`config.mk`:
```
export PLATFORM = sky130hd
export DESIGN_NAME = projectile_scheduler
export DESIGN_NICKNAME = d
export VERILOG_FILES = /design/src/rtl/projectile_scheduler_pkg.sv /design/src/rtl/projectile_scheduler_proj_slot.sv /design/src/rtl/projectile_scheduler.sv
export SDC_FILE = /design/constraint.sdc
export NUM_CORES = 1
export LEC_CHECK = 0
export BUFFER_PORTS_ARGS = -buffer_cell sky130_fd_sc_hd__buf_4
export CAP_MARGIN = 20
export CORE_MARGIN = 1
export CORE_UTILIZATION = 45
export CTS_CLUSTER_DIAMETER = 50
export DETAILED_ROUTE_END_ITERATION = 8
export PLACE_DENSITY = 0.73
export SLEW_MARGIN = 20
export SYNTH_ARGS = -nofsm -noshare
export SYNTH_HDL_FRONTEND = slang
export SYNTH_SLANG_ARGS = --single-unit
```
`constraint.sdc`:
```
create_clock -name clk -period 4.2 [get_ports clk]
set_input_delay 0.42 -clock clk [delete_from_list [all_inputs] [get_ports clk]]
set_output_delay 0.42 -clock clk [all_outputs]
set_load 0.02 [all_outputs]
```
`src/rtl/projectile_scheduler_pkg.sv`:
```
// ---------------------------------------------------------------------------
// projectile_scheduler_pkg
// Shared game constants and types: arena bounds, projectile speed and
// lifetime, owner encoding, plus the per-axis move/bounce helper. The battle
// screen renderer and player motion logic import the same package, so the
// arena geometry is defined here and only here.
// ---------------------------------------------------------------------------
package projectile_scheduler_pkg;

    localparam int COORD_W    = 10;
    localparam int ARENA_X_MIN = 364;
    localparam int ARENA_X_MAX = 563;
    localparam int ARENA_Y_MIN = 221;
    localparam int ARENA_Y_MAX = 320;
    localparam int BASE_STEP  = 12;
    localparam int LIFE_TICKS = 16;

    typedef enum logic {
        OWNER_PLAYER = 1'b0,
        OWNER_ENEMY  = 1'b1
    } owner_e;

    // Everything a slot needs at launch time. dir = {xdir, ydir},
    // 0 = increasing, 1 = decreasing.
    typedef struct packed {
        logic               owner;
        logic [1:0]         dir;
        logic [COORD_W-1:0] x;
        logic [COORD_W-1:0] y;
    } launch_t;

    typedef struct packed {
        logic               dir;
        logic [COORD_W-1:0] pos;
    } axis_t;

    function automatic logic [COORD_W-1:0] clamp(
        input logic [COORD_W-1:0] v,
        input logic [COORD_W-1:0] lo,
        input logic [COORD_W-1:0] hi
    );
        if (v < lo)      return lo;
        else if (v > hi) return hi;
        else             return v;
    endfunction

    // One axis step in 10-bit unsigned arithmetic. Reaching or passing the
    // bound in the travel direction pins the coordinate to that bound and
    // reverses direction, so the next step moves back into the arena.
    function automatic axis_t axis_move(
        input logic [COORD_W-1:0] pos,
        input logic               dir,
        input logic [COORD_W-1:0] step,
        input logic [COORD_W-1:0] lo,
        input logic [COORD_W-1:0] hi
    );
        axis_t              r;
        logic [COORD_W-1:0] fwd;
        logic [COORD_W-1:0] bwd;
        fwd   = pos + step;
        bwd   = pos - step;
        r.dir = dir;
        r.pos = pos;
        if (!dir) begin
            if (fwd >= hi) begin
                r.pos = hi;
                r.dir = 1'b1;
            end else begin
                r.pos = fwd;
            end
        end else begin
            if (bwd <= lo) begin
                r.pos = lo;
                r.dir = 1'b0;
            end else begin
                r.pos = bwd;
            end
        end
        return r;
    endfunction

endpackage

```
`src/rtl/projectile_scheduler_proj_slot.sv`:
```
// ---------------------------------------------------------------------------
// proj_slot
// State of one projectile slot: occupancy, owner, direction, position and
// remaining life. Handles load, move/bounce on tick, and aging.
// Priority: clear > load > tick, so a freshly loaded slot neither moves nor
// ages in its load cycle.
// Ports:
//   clk, rst          clock, async active-high reset
//   clear             flush (drops valid)
//   load, launch      write a new projectile (launch already clamped)
//   tick, step        move strobe and per-tick distance
//   valid, owner, x, y registered slot state
//   valid_nxt         next-state valid, for the top-level full register
// ---------------------------------------------------------------------------
module proj_slot
    import projectile_scheduler_pkg::*;
#(
    parameter int X_MIN = ARENA_X_MIN,
    parameter int X_MAX = ARENA_X_MAX,
    parameter int Y_MIN = ARENA_Y_MIN,
    parameter int Y_MAX = ARENA_Y_MAX,
    parameter int LIFE  = LIFE_TICKS
) (
    input  logic               clk,
    input  logic               rst,
    input  logic               clear,
    input  logic               load,
    input  launch_t            launch,
    input  logic               tick,
    input  logic [COORD_W-1:0] step,
    output logic               valid,
    output logic               valid_nxt,
    output logic               owner,
    output logic [COORD_W-1:0] x,
    output logic [COORD_W-1:0] y
);

    localparam int LW = $clog2(LIFE + 1);
    localparam logic [COORD_W-1:0] XLO = COORD_W'(X_MIN);
    localparam logic [COORD_W-1:0] XHI = COORD_W'(X_MAX);
    localparam logic [COORD_W-1:0] YLO = COORD_W'(Y_MIN);
    localparam logic [COORD_W-1:0] YHI = COORD_W'(Y_MAX);

    logic               xdir, ydir;
    logic [LW-1:0]      life;

    logic               owner_nxt, xdir_nxt, ydir_nxt;
    logic [COORD_W-1:0] x_nxt, y_nxt;
    logic [LW-1:0]      life_nxt;
    axis_t              mx, my;

    always_comb begin
        mx = axis_move(x, xdir, step, XLO, XHI);
        my = axis_move(y, ydir, step, YLO, YHI);
    end

    always_comb begin
        valid_nxt = valid;
        owner_nxt = owner;
        xdir_nxt  = xdir;
        ydir_nxt  = ydir;
        x_nxt     = x;
        y_nxt     = y;
        life_nxt  = life;
        if (clear) begin
            valid_nxt = 1'b0;
        end else if (load) begin
            valid_nxt = 1'b1;
            owner_nxt = launch.owner;
            xdir_nxt  = launch.dir[1];
            ydir_nxt  = launch.dir[0];
            x_nxt     = launch.x;
            y_nxt     = launch.y;
            life_nxt  = LW'(LIFE);
        end else if (tick && valid) begin
            x_nxt    = mx.pos;
            xdir_nxt = mx.dir;
            y_nxt    = my.pos;
            ydir_nxt = my.dir;
            life_nxt = life - LW'(1);
            // last tick of life frees the slot in the same update
            if (life == LW'(1)) valid_nxt = 1'b0;
        end
    end

    always_ff @(posedge clk or posedge rst) begin
        if (rst) begin
            valid <= 1'b0;
            owner <= 1'b0;
            xdir  <= 1'b0;
            ydir  <= 1'b0;
            x     <= '0;
            y     <= '0;
            life  <= '0;
        end else begin
            valid <= valid_nxt;
            owner <= owner_nxt;
            xdir  <= xdir_nxt;
            ydir  <= ydir_nxt;
            x     <= x_nxt;
            y     <= y_nxt;
            life  <= life_nxt;
        end
    end

endmodule

```
`src/rtl/projectile_scheduler.sv`:
```
// ---------------------------------------------------------------------------
// projectile_scheduler
// Allocates player/enemy fire requests into NSLOT projectile slots and moves
// live projectiles on each tick. Contains the free-slot priority encoder, the
// player/enemy arbiter with a 1-bit round-robin pointer, and the ack/full
// registers; per-slot state lives in proj_slot.
// Ports:
//   clk, rst                 clock, async active-high reset
//   tick, clear, level       move strobe, flush, difficulty (step = BASE+level)
//   p_req/e_req, *_x/_y/_dir fire requests with launch position/direction
//   p_ack/e_ack              one-cycle grant pulses
//   slot_valid/owner/x/y     registered slot state, x/y flattened 10 bits each
//   full                     all slots occupied
// ---------------------------------------------------------------------------
module projectile_scheduler
    import projectile_scheduler_pkg::*;
#(
    parameter int NSLOT     = 4,
    parameter int X_MIN     = ARENA_X_MIN,
    parameter int X_MAX     = ARENA_X_MAX,
    parameter int Y_MIN     = ARENA_Y_MIN,
    parameter int Y_MAX     = ARENA_Y_MAX,
    parameter int BASE_STEP = projectile_scheduler_pkg::BASE_STEP,
    parameter int LIFE      = LIFE_TICKS
) (
    input  logic                     clk,
    input  logic                     rst,
    input  logic                     tick,
    input  logic                     clear,
    input  logic [2:0]               level,
    input  logic                     p_req,
    input  logic                     e_req,
    input  logic [COORD_W-1:0]       p_x,
    input  logic [COORD_W-1:0]       p_y,
    input  logic [COORD_W-1:0]       e_x,
    input  logic [COORD_W-1:0]       e_y,
    input  logic [1:0]               p_dir,
    input  logic [1:0]               e_dir,
    output logic                     p_ack,
    output logic                     e_ack,
    output logic [NSLOT-1:0]         slot_valid,
    output logic [NSLOT-1:0]         slot_owner,
    output logic [COORD_W*NSLOT-1:0] slot_x,
    output logic [COORD_W*NSLOT-1:0] slot_y,
    output logic                     full
);

    localparam int IW = (NSLOT > 1) ? $clog2(NSLOT) : 1;
    localparam logic [COORD_W-1:0] XLO = COORD_W'(X_MIN);
    localparam logic [COORD_W-1:0] XHI = COORD_W'(X_MAX);
    localparam logic [COORD_W-1:0] YLO = COORD_W'(Y_MIN);
    localparam logic [COORD_W-1:0] YHI = COORD_W'(Y_MAX);

    logic [COORD_W-1:0] step;
    launch_t            p_launch, e_launch;
    logic               elig_p, elig_e;
    logic               has0, has1;
    logic [IW-1:0]      idx0, idx1;
    logic               gp, ge;
    logic [IW-1:0]      ip, ie;
    logic               rr, rr_nxt;
    logic [NSLOT-1:0]   valid_nxt;

    assign step = COORD_W'(BASE_STEP) + {{(COORD_W-3){1'b0}}, level};

    always_comb begin
        p_launch.owner = OWNER_PLAYER;
        p_launch.dir   = p_dir;
        p_launch.x     = clamp(p_x, XLO, XHI);
        p_launch.y     = clamp(p_y, YLO, YHI);
        e_launch.owner = OWNER_ENEMY;
        e_launch.dir   = e_dir;
        e_launch.x     = clamp(e_x, XLO, XHI);
        e_launch.y     = clamp(e_y, YLO, YHI);
    end

    // A requester whose ack is showing was just served; its req may still be
    // high for this cycle, so it sits out one sample.
    assign elig_p = p_req && !p_ack;
    assign elig_e = e_req && !e_ack;

    // Lowest and second-lowest free slot. Freedom is judged on registered
    // valid, so a slot expiring on this tick is not reused until next cycle.
    always_comb begin
        has0 = 1'b0;
        has1 = 1'b0;
        idx0 = '0;
        idx1 = '0;
        for (int i = 0; i < NSLOT; i++) begin
            if (!slot_valid[i]) begin
                if (!has0) begin
                    has0 = 1'b1;
                    idx0 = IW'(i);
                end else if (!has1) begin
                    has1 = 1'b1;
                    idx1 = IW'(i);
                end
            end
        end
    end

    // Arbiter: two free slots serve both at once (player low, enemy next);
    // a single free slot under contention goes to the round-robin pick.
    always_comb begin
        gp     = 1'b0;
        ge     = 1'b0;
        ip     = idx0;
        ie     = idx0;
        rr_nxt = rr;
        if (!clear) begin
            if (elig_p && elig_e) begin
                if (has1) begin
                    gp = 1'b1;
                    ge = 1'b1;
                    ie = idx1;
                end else if (has0) begin
                    if (rr == OWNER_PLAYER) gp = 1'b1;
                    else                    ge = 1'b1;
                    rr_nxt = ~rr;
                end
            end else if (elig_p && has0) begin
                gp = 1'b1;
            end else if (elig_e && has0) begin
                ge = 1'b1;
            end
        end
    end

    for (genvar i = 0; i < NSLOT; i++) begin : g_slot
        logic    load;
        launch_t launch;
        assign load   = (gp && ip == IW'(i)) || (ge && ie == IW'(i));
        assign launch = (ge && ie == IW'(i)) ? e_launch : p_launch;

        proj_slot #(
            .X_MIN (X_MIN),
            .X_MAX (X_MAX),
            .Y_MIN (Y_MIN),
            .Y_MAX (Y_MAX),
            .LIFE  (LIFE)
        ) u_slot (
            .clk       (clk),
            .rst       (rst),
            .clear     (clear),
            .load      (load),
            .launch    (launch),
            .tick      (tick),
            .step      (step),
            .valid     (slot_valid[i]),
            .valid_nxt (valid_nxt[i]),
            .owner     (slot_owner[i]),
            .x         (slot_x[COORD_W*i +: COORD_W]),
            .y         (slot_y[COORD_W*i +: COORD_W])
        );
    end

    always_ff @(posedge clk or posedge rst) begin
        if (rst) begin
            p_ack <= 1'b0;
            e_ack <= 1'b0;
            full  <= 1'b0;
            rr    <= OWNER_PLAYER;
        end else begin
            p_ack <= gp;
            e_ack <= ge;
            full  <= &valid_nxt;
            rr    <= rr_nxt;
        end
    end

endmodule

```
==> results of run 1 <==
## stage by stage
stage	total power [mW]	instance area, sq um	hold WS (ps)	utilization (%)	setup WS [ps]
after global routing	14.3	16700	265	51.6	439
after floorplan	9.08	14800	448	-	594
final	13.3	16700	149	51.6	597
after global placement	11.5	16200	474	49.9	611
after CTS	13.1	16700	229	51.6	716
after detailed placement	11.6	16200	493	49.9	505
## layout make-up
cell class | count | area (sq um) | share of cell area [%]
antenna | 1 | 2.50 | 0.0149
clock buffer | 17 | 425 | 2.54
clock inverter | 15 | 120 | 0.717
inverter | 94 | 358 | 2.14
multi-input combinational | 1645 | 10900 | 65.1
sequential | 120 | 3000 | 17.9
tap | 442 | 553 | 3.30
timing repair buffer | 182 | 1380 | 8.22
## report_power, final
group | switching, mW | internal (mW) | total (mW)
combinational | 5.27 | 3.68 | 8.95
clock | 0.639 | 0.764 | 1.40
sequential | 1.27 | 1.66 | 2.92
## cell families after synthesis
group | after synthesis | synth area share [%]
AOI/OAI and AO/OA | 686 | 31.9
muxes | 10 | 0.675
buffers and inverters | 222 | 6.22
xor gates and xnor gates | 97 | 5.73
DFF | 120 | 20.3
adders and majority gates | 108 | 9.92
and+or+nand+nor | 744 | 25.3
## metal layers
metal	GRT usage (%)	part of all wire, %	routed length (um)	vias up
met5	0	0.022	12	-
met4	14.9	4.4	2380	2
met3	6.56	9.7	5280	162
met2	50.6	45	24500	918
met1	42.3	41	22200	7844
li1	-	-	-	7516
## worst max-delay path by stage
stage                                   endpoint  slack, ps  cells after the start
6_report       g_slot[3].u_slot.x[4]$_DFFE_PP0P_        600                      9
5_1_grt        g_slot[1].u_slot.x[8]$_DFFE_PP0P_        440                     12
4_1_cts        g_slot[3].u_slot.x[4]$_DFFE_PP0P_        720                      9
3_5_place_dp   g_slot[1].u_slot.x[8]$_DFFE_PP0P_        510                     12
3_3_place_gp   g_slot[3].u_slot.x[1]$_DFFE_PP0P_        610                     12
2_1_floorplan                    e_ack$_DFF_PP0_        590                      1
## state kept, by name (all words and copies together), names as in the netlist
| register | cells |
|---|---|
| g_slot.u_slot.y | 40 |
| e_ack | 1 |
| p_ack | 1 |
| g_slot.u_slot.x | 40 |
| g_slot.u_slot.valid | 4 |
| g_slot.u_slot.ydir | 4 |
| g_slot.u_slot.xdir | 4 |
| g_slot.u_slot.life | 20 |
| rr | 1 |
| full | 1 |
| g_slot.u_slot.owner | 4 |
## worst reg2reg max path, stage by stage, from the launching register on
cell      delay [ps]
dfrtp_1          490
inv_1            160
ha_1             200
and2b_1          230
o21a_1           260
nor3_4           380
o21ai_0          410
o21ai_2          780
a211oi_1         190
o32a_1           390
## Yosys cell counts (18+ instances only)
cell type / n / area, sq um
a211oi_1: 39 / 293
a21oi_1: 155 / 776
a31oi_1: 27 / 169
buf_2: 27 / 135
clkbuf_1: 79 / 297
dfrtp_1: 120 / 3000
ha_1: 92 / 1150
inv_1: 90 / 338
nand2_1: 180 / 676
nand2b_1: 37 / 231
nand3_1: 53 / 265
nand3b_1: 19 / 143
nor2_1: 191 / 717
nor2b_1: 47 / 294
nor3_1: 58 / 290
nor4_1: 25 / 156
o211ai_1: 39 / 293
o21a_1: 18 / 135
o21ai_0: 137 / 686
o31ai_1: 32 / 240
xnor2_1: 66 / 578
xor2_1: 31 / 272
==> run metrics, run 1 <==
post-synthesis async set-or-reset flop share 100%; total CTS buffers 17; Synth Area per Inst 7.46 sq um; Power per Cell Area 793 mW/mm^2; Post-Route WL between 50000 and 60000 um; max-slew violations 0; htree depth 4; Final HPWL DP 40600 um; leading cell types in the layout, fill and taps excluded nor2_1 (191), nand2_1 (180), buf_4 (180); # clock sinks 120; post-synthesis cell count just under 2000; PostCTS Resize Cnt 0; Crit path max-delay family compound AO/OA/AOI/OAI gates; placed cells approximately 2500; Largest stage delay, worst path between 700 and 800 ps; R2R Path End g_slot[3].u_slot.x[4]$_DFFE_PP0P_; crit-path cells inv_1, ha_1, and2b_1, o21a_1, nor3_4, o21ai_0, o21ai_2, a211oi_1, o32a_1; Setup-failing EPs final 0; starting density of the core between 40% and 50%; layout cells sized above 1 12.7%; vias in the first global route roughly 15000; FP Rows 66; # Post-CTS Setup Buffers 0; worst slew pin tran roughly 1100 ps; Core ar. 0.0325 sq mm; critical path class reg -> reg; final non-filler cell total approximately 2500; Buf/Inv on CP 1; Max-cap violations 0; unrepaired setup endpoints after global routing no; fmax between 200 and 300 MHz; Unique masters post-synth around 100; slowest cell on the critical path o21ai_2; setup clock skew after layout 9.65 ps; Synth Register Bits 120; buffers from clock root to sink, at most 2; hold_buf cts 0; clk_lat worst skew between 400 and 500 ps; Reg2Reg Depth 9; fin crit share 85.8%; global-route wire length before repair about 85000 um; drt wl/cell ~22 um; DRT iter0 DRCs around 2100; commonest non-fill, non-tap cell in the layout nor2_1; Hold Crit Class in -> async; CP Launch Point g_slot[1].u_slot.valid$_DFF_PP0_; Placer Congestion 1.01; Die Y roughly 180 um; die footprint 0.0337 sq mm; io pins approximately 140; Vias 16400; cell area after synthesis about 0.015 sq mm; P_leak roughly 6.8 nW; CTS tree yes; Fin. Hold Viols 0; r2r startpoint g_slot[1].u_slot.valid$_DFF_PP0_; grt total ovfl 0; clock-pin slew on the worst setup and hold paths 60 ps; WP data arrival between 3000 and 4000 ps; Final nets about 2200; Main synth FF type dfrtp_1; sequential area share after synthesis about a fifth; fill count 3182; Max FO, Critical Path 15; port bufs approximately 140; Slew HR between 20% and 30%; CP Launch Type register; Die Wd approximately 180 um; Layout area overhead 12.9%; clk root buf clkbuf_16; drt first pass iters 6; Required @ worst endpoint around 4500 ps; status complete, no violations; post-synth net total between 2000 and 2500; EDFF count, synth 0; reg2reg setup slack between 500 and 600 ps; CP Capture Type register; vias per inst 6.53; GRT Overall Usage between 30% and 40%; Final ANT Viol Nets 0; antenna violations before repair 1; IR drop worst, VDD approximately 0.00046 V; Residual DRC 0; Final min period 3600 ps; largest net degree at the start of global routing 98; Synth warnings 0; Setup TNS 0 ps
No activity file was read; power rests on OpenSTA's default activity.
==> run 2, diff against run 1 <==
--- a/config.mk
+++ b/config.mk
@@ -7,7 +7,7 @@
 export LEC_CHECK = 0
 export BUFFER_PORTS_ARGS = -buffer_cell sky130_fd_sc_hd__buf_4
 export CAP_MARGIN = 20
-export CORE_MARGIN = 1
+export CORE_MARGIN = 5
 export CORE_UTILIZATION = 45
 export CTS_CLUSTER_DIAMETER = 50
 export DETAILED_ROUTE_END_ITERATION = 8
@@ -15,4 +15,5 @@
 export SLEW_MARGIN = 20
 export SYNTH_ARGS = -nofsm -noshare
 export SYNTH_HDL_FRONTEND = slang
+export SYNTH_HIERARCHICAL = 1
 export SYNTH_SLANG_ARGS = --single-unit
==> run 2 against run 1 <==
Net effect: hold slack better by 220 ps; sequential share of layout area fell by 2.4 points; clock skew shrank 1.9 ps; largest cell class unchanged.
==> run metrics, run 2 <==
Fin. Hold Viols 0; vias in the first global route about 16000; clock-pin slew on the worst setup and hold paths about 50 ps; FP Rows 71; Synth Register Bits 120; total CTS buffers 17; Main synth FF type dfrtp_1; Hold WS ~370 ps; post-synth top area cell dfrtp_1; post-route cell area just under 0.02 sq mm; WHS Endpoint g_slot[2].u_slot/life[0]$_DFFE_PP0P_; sequential area share after synthesis roughly 18%; antenna violations before repair 0; Placement Cell Area approximately 0.019 sq mm; CP Launch Point g_slot[1].u_slot/valid$_DFF_PP0_; setup clock skew after layout ~7.8 ps; Die Y 205 um; Final WS setup between 400 and 500 ps; Unique masters post-synth around 120; EDFF count, synth 0; Post-Route WL 57500 um; clk_lat worst skew approximately 430 ps; drt first pass iters 6; htree depth 4; Final HPWL DP approximately 45000 um; GRT Overall Usage between 20% and 30%; Layout area overhead 13.2%; # clock sinks 120; Area contributors post-synth dfrtp_1 (18%), ha_1 (11%), a21oi_1 (4.2%); P_leak 8.53 nW; status complete, no violations; critical path class reg -> reg; fill count 3603; Yosys top cell area share between 10% and 20%; Slew HR a little under two fifths; buffers from clock root to sink, at most 2; Final ANT Viol Nets 0; reg2reg setup slack 440 ps; Core ar. around 0.038 sq mm; vias per inst slightly above 6; Die Wd approximately 200 um; antenna cells 0; FF+latch area between 0.003 and 0.004 sq mm; Synth Area per Inst about 8 sq um; unrepaired setup endpoints after global routing no; worst slew pin tran slightly above 900 ps; Placer Congestion 0.984; biggest regs g_slot.u_slot/x (40), g_slot.u_slot/y (40), g_slot.u_slot/life (20); die footprint about 0.042 sq mm; drt wl/cell 20.5 um; DRT iter0 DRCs 1561; commonest cells in the netlist nor2_1 (169), ha_1 (157), inv_1 (143); max-slew violations 0; io pins 144; Hold Crit Class in -> reg; CP Capture Type register; Largest stage delay, worst path approximately 600 ps; Reg2Reg Depth 12; CTS tree yes; Max FO, Critical Path 22; fmax approximately 270 MHz; layout cells sized above 1 a little over an eighth; post-synthesis cell count around 2100; Crit path max-delay family simple AND/OR/NAND/NOR gates; crit-path cells ha_1, and3_1, nor4_1, nand2_1, mux2i_4, a21o_1, buf_4, nand2b_1, nand2_1, nand2_1, or4_1, a32oi_1; cell area after synthesis about 0.017 sq mm; global-route wire length before repair 90200 um; Vias approximately 17000; R2R Path End g_slot[2].u_slot/y[4]$_DFFE_PP0P_; top-count cell post-synth nor2_1; Max-cap violations 0; largest net degree at the start of global routing 30; Setup TNS 0 ps; Residual DRC 0; post-synthesis async set-or-reset flop share between 90% and 100%; hold_sp clear; Synth warnings 6; IR drop worst, VDD 0.000385 V; cell mode on critical path nand2_1; starting density of the core 45.5%; post-route total power 13.1 mW; Final min period ~3800 ps; grt total ovfl 0; WP data arrival 4100 ps; Setup-failing EPs final 0; Final nets 2500; Buf/Inv on CP 1; fin crit share between 80 and 90%; Required @ worst endpoint about 4500 ps; clk root buf clkbuf_16; # Post-CTS Setup Buffers 0; leading cell types in the layout, fill and taps excluded nor2_1 (169), buf_4 (169), ha_1 (157); dpl ws 385 ps; Worst Hold Depth 3; slowest cell on the critical path or4_1; port bufs ~140; CP Launch Type register; r2r startpoint g_slot[1].u_slot/valid$_DFF_PP0_; final non-filler cell total 2797; area of the multi-input gates ~0.013 sq mm; Power per Cell Area about 680 mW/mm^2; final core utilization between 50% and 60%; placed cells 2765
==> run 2: repair_timing <==
item | CTS | global route
hold buffers | 1 | 0
gates resized for setup | 0 | 2
hold endpoints to repair | 4 | 0
endpoints found under the setup margin | 0 | 3
==> run 2: cell families after synthesis <==
| group | after synthesis | share of synthesized area, % |
|---|---|---|
| muxes | 102 | 6.49 |
| DFF | 120 | 17.6 |
| buffers and inverters | 249 | 6.30 |
| and+or+nand+nor | 706 | 22.5 |
| adders and majority gates | 173 | 13.4 |
| other | 1 | 0.0219 |
| xor gates and xnor gates | 116 | 6.08 |
| AOI/OAI and AO/OA | 660 | 27.7 |
==> run 2: where the power goes <==
group / internal [mW] / total, mW / switching, mW / leakage [nW]
Combinational: 3.80 / 9.35 / 5.55 / 6.76
Sequential: 1.56 / 2.33 / 0.770 / 1.49
Clock: 0.894 / 1.42 / 0.524 / 0.276
Total: 6.25 / 13.1 / 6.84 / 8.53
==> run 2: worst max-delay path by stage <==
stage,endpoint,slack [ps],cells after the start
detailed placement,g_slot[0].u_slot/y[4]$_DFFE_PP0P_,380,11
global route,g_slot[0].u_slot/x[5]$_DFFE_PP0P_,70,16
CTS,g_slot[0].u_slot/y[4]$_DFFE_PP0P_,380,11
finish,g_slot[2].u_slot/y[4]$_DFFE_PP0P_,440,12
global placement,g_slot[0].u_slot/y[4]$_DFFE_PP0P_,560,11
floorplan,g_slot[3].u_slot/y[7]$_DFFE_PP0P_,480,15
==> run 2: worst min-delay path, stage by stage <==
cell	delay, ps
buf_4	170
nand2_1	70
o21ai_0	70
==> run 2: metal layers <==
layer | vias to the layer above | wire [um] | GRT usage (%)
met5 | - | 0 | 0
met1 | 8258 | 24300 | 35.7
met4 | 0 | 2820 | 12.2
met3 | 149 | 4480 | 4.53
li1 | 8095 | - | -
met2 | 776 | 25900 | 42.0
==> run 2: cell type report <==
cell class	count	area share [%]
Multi-Input combinational cell	1819	68.7
Sequential cell	120	15.5
Timing Repair Buffer	171	6.75
Tap cell	511	3.31
Inverter	145	2.81
Clock buffer	22	2.40
Clock inverter	9	0.518
